### config.mk
export PLATFORM = sky130hd
export DESIGN_NAME = bcd_count_ctrl_flat
export DESIGN_NICKNAME = d
export VERILOG_FILES = /design/src/rtl/bcd_count_ctrl_if.sv /design/src/rtl/bcd_count_ctrl.sv /design/src/flat_wrapper.sv
export SDC_FILE = /design/constraint.sdc
export NUM_CORES = 1
export LEC_CHECK = 0
export BUFFER_PORTS_ARGS = -buffer_cell sky130_fd_sc_hd__buf_2
export CORE_MARGIN = 5
export CORE_UTILIZATION = 45
export CTS_CLUSTER_DIAMETER = 200
export DETAILED_ROUTE_END_ITERATION = 10
export PLACE_DENSITY_LB_ADDON = 0.25
export SETUP_SLACK_MARGIN = 0.15
export SYNTH_ARGS = -nofsm -noshare
export SYNTH_HDL_FRONTEND = slang
export SYNTH_SLANG_ARGS = --single-unit
### constraint.sdc
create_clock -name clk_i -period 1.8 [get_ports clk_i]
set_input_delay 0.27 -clock clk_i [delete_from_list [all_inputs] [get_ports clk_i]]
set_output_delay 0.27 -clock clk_i [all_outputs]
set_load 0.1 [all_outputs]
### src/rtl/bcd_count_ctrl_if.sv
// Command and counter-side signals of the BCD counter sequencing controller.
//   master : software command side plus the counter digit (drives strobes,
//            dir/target and the counter's present value / ripple carry).
//   slave  : the controller (drives counter enable/direction/clear and the
//            busy/done/wrap status).
interface bcd_count_ctrl_if;
  logic       start_i;
  logic       stop_i;
  logic       clear_i;
  logic       dir_i;
  logic [3:0] target_i;
  logic [3:0] cnt_bcd_i;
  logic       cnt_rc_i;
  logic       cnt_enable_o;
  logic       cnt_updown_o;
  logic       cnt_clr_no;
  logic       busy_o;
  logic       done_o;
  logic       wrap_o;

  modport master (
    output start_i, stop_i, clear_i, dir_i, target_i, cnt_bcd_i, cnt_rc_i,
    input  cnt_enable_o, cnt_updown_o, cnt_clr_no, busy_o, done_o, wrap_o
  );

  modport slave (
    input  start_i, stop_i, clear_i, dir_i, target_i, cnt_bcd_i, cnt_rc_i,
    output cnt_enable_o, cnt_updown_o, cnt_clr_no, busy_o, done_o, wrap_o
  );
endinterface

### src/rtl/bcd_count_ctrl.sv
// Sequencing controller for a single-digit up/down BCD counter.
// Paces counting with a PRESCALE-cycle prescaler and runs a start/stop/clear
// command FSM (IDLE, RUN, PAUSE, CLR). Reports done when the digit reaches
// the latched target (up) or 0 (down), and wrap when the digit rolls 9->0.
// Ports:
//   clk_i  : clock, rising edge
//   rst_ni : asynchronous active-low reset
//   bus    : slave side of bcd_count_ctrl_if (commands in, counter controls
//            and status out)
module bcd_count_ctrl #(
  parameter int PRESCALE = 10
) (
  input  logic            clk_i,
  input  logic            rst_ni,
  bcd_count_ctrl_if.slave bus
);
  localparam int            PW       = $clog2(PRESCALE);
  localparam logic [PW-1:0] PRE_LAST = PW'(PRESCALE - 1);

  typedef enum logic [1:0] {ST_IDLE, ST_RUN, ST_PAUSE, ST_CLR} state_e;

  state_e        state_q, state_d;
  logic [PW-1:0] pre_q, pre_d;
  logic          dir_q, dir_d;
  logic [3:0]    target_q, target_d;
  logic          done_q, done_d;
  logic          wrap_q;
  logic          clr_n_q;
  logic          tick;
  logic          match;
  logic [3:0]    term;

  assign tick  = (state_q == ST_RUN) && (pre_q == PRE_LAST);
  assign term  = dir_q ? target_q : 4'd0;
  // Terminal is only evaluated on non-tick cycles, so the digit seen here is
  // always settled. A start with the digit already at term matches in the
  // first RUN cycle because pre_q is 0 there.
  assign match = (state_q == ST_RUN) && !tick && (bus.cnt_bcd_i == term);

  always_comb begin
    state_d  = state_q;
    pre_d    = pre_q;
    dir_d    = dir_q;
    target_d = target_q;
    done_d   = 1'b0;
    if (state_q == ST_RUN) pre_d = tick ? '0 : pre_q + 1'b1;
    if (bus.clear_i) begin
      state_d = ST_CLR;
      pre_d   = '0;
    end else begin
      unique case (state_q)
        ST_IDLE: if (bus.start_i) begin
          state_d  = ST_RUN;
          pre_d    = '0;
          dir_d    = bus.dir_i;
          target_d = (bus.target_i > 4'd9) ? 4'd9 : bus.target_i;
        end
        ST_RUN: begin
          if (match) begin
            state_d = ST_IDLE;
            done_d  = 1'b1;
          end else if (bus.stop_i) begin
            state_d = ST_PAUSE;
          end
        end
        // Resume keeps the held prescaler and the latched dir/target.
        ST_PAUSE: if (bus.start_i) state_d = ST_RUN;
        ST_CLR:   state_d = ST_IDLE;
        default:  state_d = ST_IDLE;
      endcase
    end
  end

  always_ff @(posedge clk_i or negedge rst_ni) begin
    if (!rst_ni) begin
      state_q  <= ST_IDLE;
      pre_q    <= '0;
      dir_q    <= 1'b1;
      target_q <= 4'd9;
      done_q   <= 1'b0;
      wrap_q   <= 1'b0;
      clr_n_q  <= 1'b1;
    end else begin
      state_q  <= state_d;
      pre_q    <= pre_d;
      dir_q    <= dir_d;
      target_q <= target_d;
      done_q   <= done_d;
      wrap_q   <= tick & bus.cnt_rc_i & dir_q;
      // Low exactly for the single CLR cycle.
      clr_n_q  <= (state_d != ST_CLR);
    end
  end

  assign bus.cnt_enable_o = tick;
  assign bus.cnt_updown_o = dir_q;
  assign bus.cnt_clr_no   = clr_n_q;
  assign bus.busy_o       = (state_q == ST_RUN) || (state_q == ST_PAUSE);
  assign bus.done_o       = done_q;
  assign bus.wrap_o       = wrap_q;
endmodule

### src/flat_wrapper.sv
// flat-port wrapper written by rule: the top's interface ports become plain ports
module bcd_count_ctrl_flat 
#(
  parameter int PRESCALE = 10
)
  (clk_i, rst_ni, bus_start_i, bus_stop_i, bus_clear_i, bus_dir_i, bus_target_i, bus_cnt_bcd_i, bus_cnt_rc_i, bus_cnt_enable_o, bus_cnt_updown_o, bus_cnt_clr_no, bus_busy_o, bus_done_o, bus_wrap_o);
  bcd_count_ctrl_if bus_i ();
  input  logic clk_i;
  input  logic rst_ni;
  input wire logic [$bits(bus_i.start_i)-1:0] bus_start_i;
  input wire logic [$bits(bus_i.stop_i)-1:0] bus_stop_i;
  input wire logic [$bits(bus_i.clear_i)-1:0] bus_clear_i;
  input wire logic [$bits(bus_i.dir_i)-1:0] bus_dir_i;
  input wire logic [$bits(bus_i.target_i)-1:0] bus_target_i;
  input wire logic [$bits(bus_i.cnt_bcd_i)-1:0] bus_cnt_bcd_i;
  input wire logic [$bits(bus_i.cnt_rc_i)-1:0] bus_cnt_rc_i;
  output wire logic [$bits(bus_i.cnt_enable_o)-1:0] bus_cnt_enable_o;
  output wire logic [$bits(bus_i.cnt_updown_o)-1:0] bus_cnt_updown_o;
  output wire logic [$bits(bus_i.cnt_clr_no)-1:0] bus_cnt_clr_no;
  output wire logic [$bits(bus_i.busy_o)-1:0] bus_busy_o;
  output wire logic [$bits(bus_i.done_o)-1:0] bus_done_o;
  output wire logic [$bits(bus_i.wrap_o)-1:0] bus_wrap_o;
  assign bus_i.start_i = bus_start_i;
  assign bus_i.stop_i = bus_stop_i;
  assign bus_i.clear_i = bus_clear_i;
  assign bus_i.dir_i = bus_dir_i;
  assign bus_i.target_i = bus_target_i;
  assign bus_i.cnt_bcd_i = bus_cnt_bcd_i;
  assign bus_i.cnt_rc_i = bus_cnt_rc_i;
  assign bus_cnt_enable_o = bus_i.cnt_enable_o;
  assign bus_cnt_updown_o = bus_i.cnt_updown_o;
  assign bus_cnt_clr_no = bus_i.cnt_clr_no;
  assign bus_busy_o = bus_i.busy_o;
  assign bus_done_o = bus_i.done_o;
  assign bus_wrap_o = bus_i.wrap_o;
  bcd_count_ctrl #(.PRESCALE(PRESCALE)) u_core (.clk_i(clk_i), .rst_ni(rst_ni), .bus(bus_i));
endmodule
==> results.json <==
{
  "fin_total_pwr_mw": 1.706,
  "syn_avg_cell_area_sq_um": 9.597,
  "fin_crit_sh": 0.9148,
  "rsz0062_at_grt": "true",
  "worstSetupEndpointType": "output port",
  "fp-row-count": 16,
  "ys_seq_area_frac": 0.3939,
  "cts_max_level": 1,
  "cts_sinks": 14,
  "yosysWarningCount": 0,
  "antenna_found_initial": 0,
  "fin_setup_tns_ns": 0,
  "first_iter_violations": 2,
  "track_usage": 0.1518,
  "slowest_delay_ns": 0.41,
  "drc": 0,
  "wl_per_cell_microns": 12.68,
  "syn_to_final_growth_pct": 28.99,
  "powerDensity_nw_per_um2": 1466,
  "core_sq_um": 1942,
  "grt_pass1_vias": 772,
  "insertion_delay_ns": 0.27,
  "gp_congestion": 0.7312,
  "hpwl_microns": 1453,
  "synth_ff_type": "dfrtp_1",
  "ys_async_sr_fraction": 1.000,
  "hold_viol": 0,
  "cp.required_ns": 1.53,
  "ys_ff_latch": 14,
  "grt_pass1_wl_microns": 3291,
  "holdWs_ns": 0.2296,
  "ff_latch_area_sq_um": 361.6,
  "die_w_microns": 54.78,
  "syn-instance-count": 94,
  "layout-drive-gt1-share": 0.3802,
  "diodes": 0,
  "ys_types": 35,
  "worstPathBufferInverterCount": 2,
  "vias_per_cell": 5.230,
  "start_util": 0.4646,
  "hp-class": "in -> reg",
  "io_buffers": 20,
  "tightest_slew_ns": 0.4834,
  "globalRouteOverflowTotal": 0,
  "num_io_pins": 21,
  "numCtsBuffers": 3,
  "fillers": 171,
  "relSlewSlack": 0.6800,
  "fp.dieH_microns": 54.78,
  "critPathTopFamily": "flip-flops",
  "path_clk_slew_ns": 0.09,
  "critical_path_arrival_ns": 1.38,
  "wirelength_microns": 1877,
  "syn_area_sq_um": 902.1,
  "critPathMaxFanout": 2,
  "clockBufferDepth": 2,
  "finClkSkew_ns": 0.0005960,
  "period_needed_ns": 1.647,
  "cp_cell_sequence": "inv_2 -> ha_4 -> nand3b_1 -> nor2_4 -> buf_12",
  "ant_nets": 0,
  "via_count": 774,
  "fmax_ghz": 0.6073,
  "critPathKind": "reg -> out",
  "grt_max_degree": 15,
  "nets": 143,
  "synth_nets": 115,
  "cp-start-kind": "register",
  "die-area_sq_um": 3000,
  "leakage_nw": 0.5303,
  "cp_slowest_cell": "dfrtp_1",
  "multi_input_area_sq_um": 546.8,
  "status": "complete, no violations",
  "cts_root_buffer": "clkbuf_4",
  "irDropWorstVdd_mv": 1.001,
  "drv_slew": 0,
  "setup_viol": 0,
  "cts_tree": "done",
  "firstDrtPassIters": 4,
  "synth-edff-count": 0,
  "cap_viol_max_count": 0
}
==> cell usage in the layout (no fill, tap or decap), drive strengths merged, types with 2 or more instances in the layout <==
master / count
mux2: 2
ha: 6
o21ai: 7
xor2: 3
inv: 6
and2: 3
buf: 24
a21oi: 9
nor2: 6
dfstp: 4
clkbuf: 4
nand2: 7
and3: 2
nand3: 4
nand2b: 2
a211oi: 2
dfrtp: 10
==> synthesized netlist by cell type, types with 3 or more instances <==
master | count | share of area
a21oi_1 | 9 | 0.050
and2_1 | 3 | 0.021
dfrtp_1 | 10 | 0.28
dfstp_2 | 4 | 0.12
ha_1 | 6 | 0.083
inv_1 | 6 | 0.025
nand2_1 | 7 | 0.029
nand3_1 | 4 | 0.022
nor2_1 | 6 | 0.025
o21ai_0 | 7 | 0.039
xor2_1 | 3 | 0.029
==> metrics by stage <==
| stage | utilization | area, sq um | std cells | setup slack (ns) |
|---|---|---|---|---|
| global placement | 0.5457 | 1060 | 139 | 0.2195 |
| detailed placement | 0.5457 | 1060 | 139 | 0.2154 |
| global route | 0.5992 | 1164 | 148 | 0.08400 |
| finish | 0.5992 | 1164 | 148 | 0.1534 |
| CTS | 0.5767 | 1120 | 145 | 0.1247 |
| floorplan | - | 918.4 | 94 | 0.1526 |
==> path summary, 6_finish.rpt <==
kind	slack, ns	endpoint	startpoint	cells past startpoint
worst min-delay path	0.23	u_core.bus.cnt_updown_o	bus_dir_i	2
max in group asynchronous	1.09	u_core.target_q[0]	rst_ni	2
worst min register to register	0.49	u_core.target_q[0]	u_core.target_q[0]	2
min in group asynchronous	0.42	u_core.target_q[2]	rst_ni	2
worst max register to register	0.22	u_core.bus.cnt_clr_no	u_core.state_q[1]	6
worst max-delay path	0.15	bus_cnt_enable_o	u_core.pre_q[1]	5
==> final cells by class <==
class,count,area share
Multi-Input combinational cell,72,0.4699
Sequential cell,14,0.3108
Timing Repair Buffer,25,0.1484
Tap cell,27,0.02903
Clock buffer,4,0.02258
Inverter,6,0.01935
==> registers in the layout, indices dropped and copies added (netlist names) <==
signal and cells:
u_core.pre_q 4, u_core.target_q 4, u_core.state_q 2, u_core.bus.cnt_clr_no 1, u_core.bus.cnt_updown_o 1, u_core.bus.done_o 1, u_core.bus.wrap_o 1
==> power breakdown <==
part,total (mW),internal [mW],switching (mW),leakage (nW)
Combinational,0.950,0.360,0.591,0.344
Sequential,0.567,0.446,0.121,0.172
Clock,0.188,0.0857,0.102,0.0150
==> logic make-up after synthesis <==
logic type	Yosys count	share of synthesized area
muxes	3	0.03606
buffers and inverters	8	0.04993
and+or+nand+nor	30	0.1831
xor gates and xnor gates	4	0.03884
adders and majority gates	6	0.08322
AOI/OAI and AO/OA	29	0.2150
DFF	14	0.3939
==> per-layer routing <==
layer | wire [microns] | GRT usage
met5 | 0 | 0
met1 | 830 | 0.1780
met4 | 13 | 0.03734
met3 | 62 | 0.03270
met2 | 970 | 0.2756
==> repair_timing <==
| action | in CTS | in global routing |
|---|---|---|
| hold endpoints to repair | 10 | 0 |
| pin swaps | 0 | 1 |
| hold buffers | 1 | 0 |
| endpoints found under the setup margin | 2 | 2 |
| setup buffers | 1 | 3 |
| resized for setup | 5 | 6 |
(Power assumes the default switching activity.)
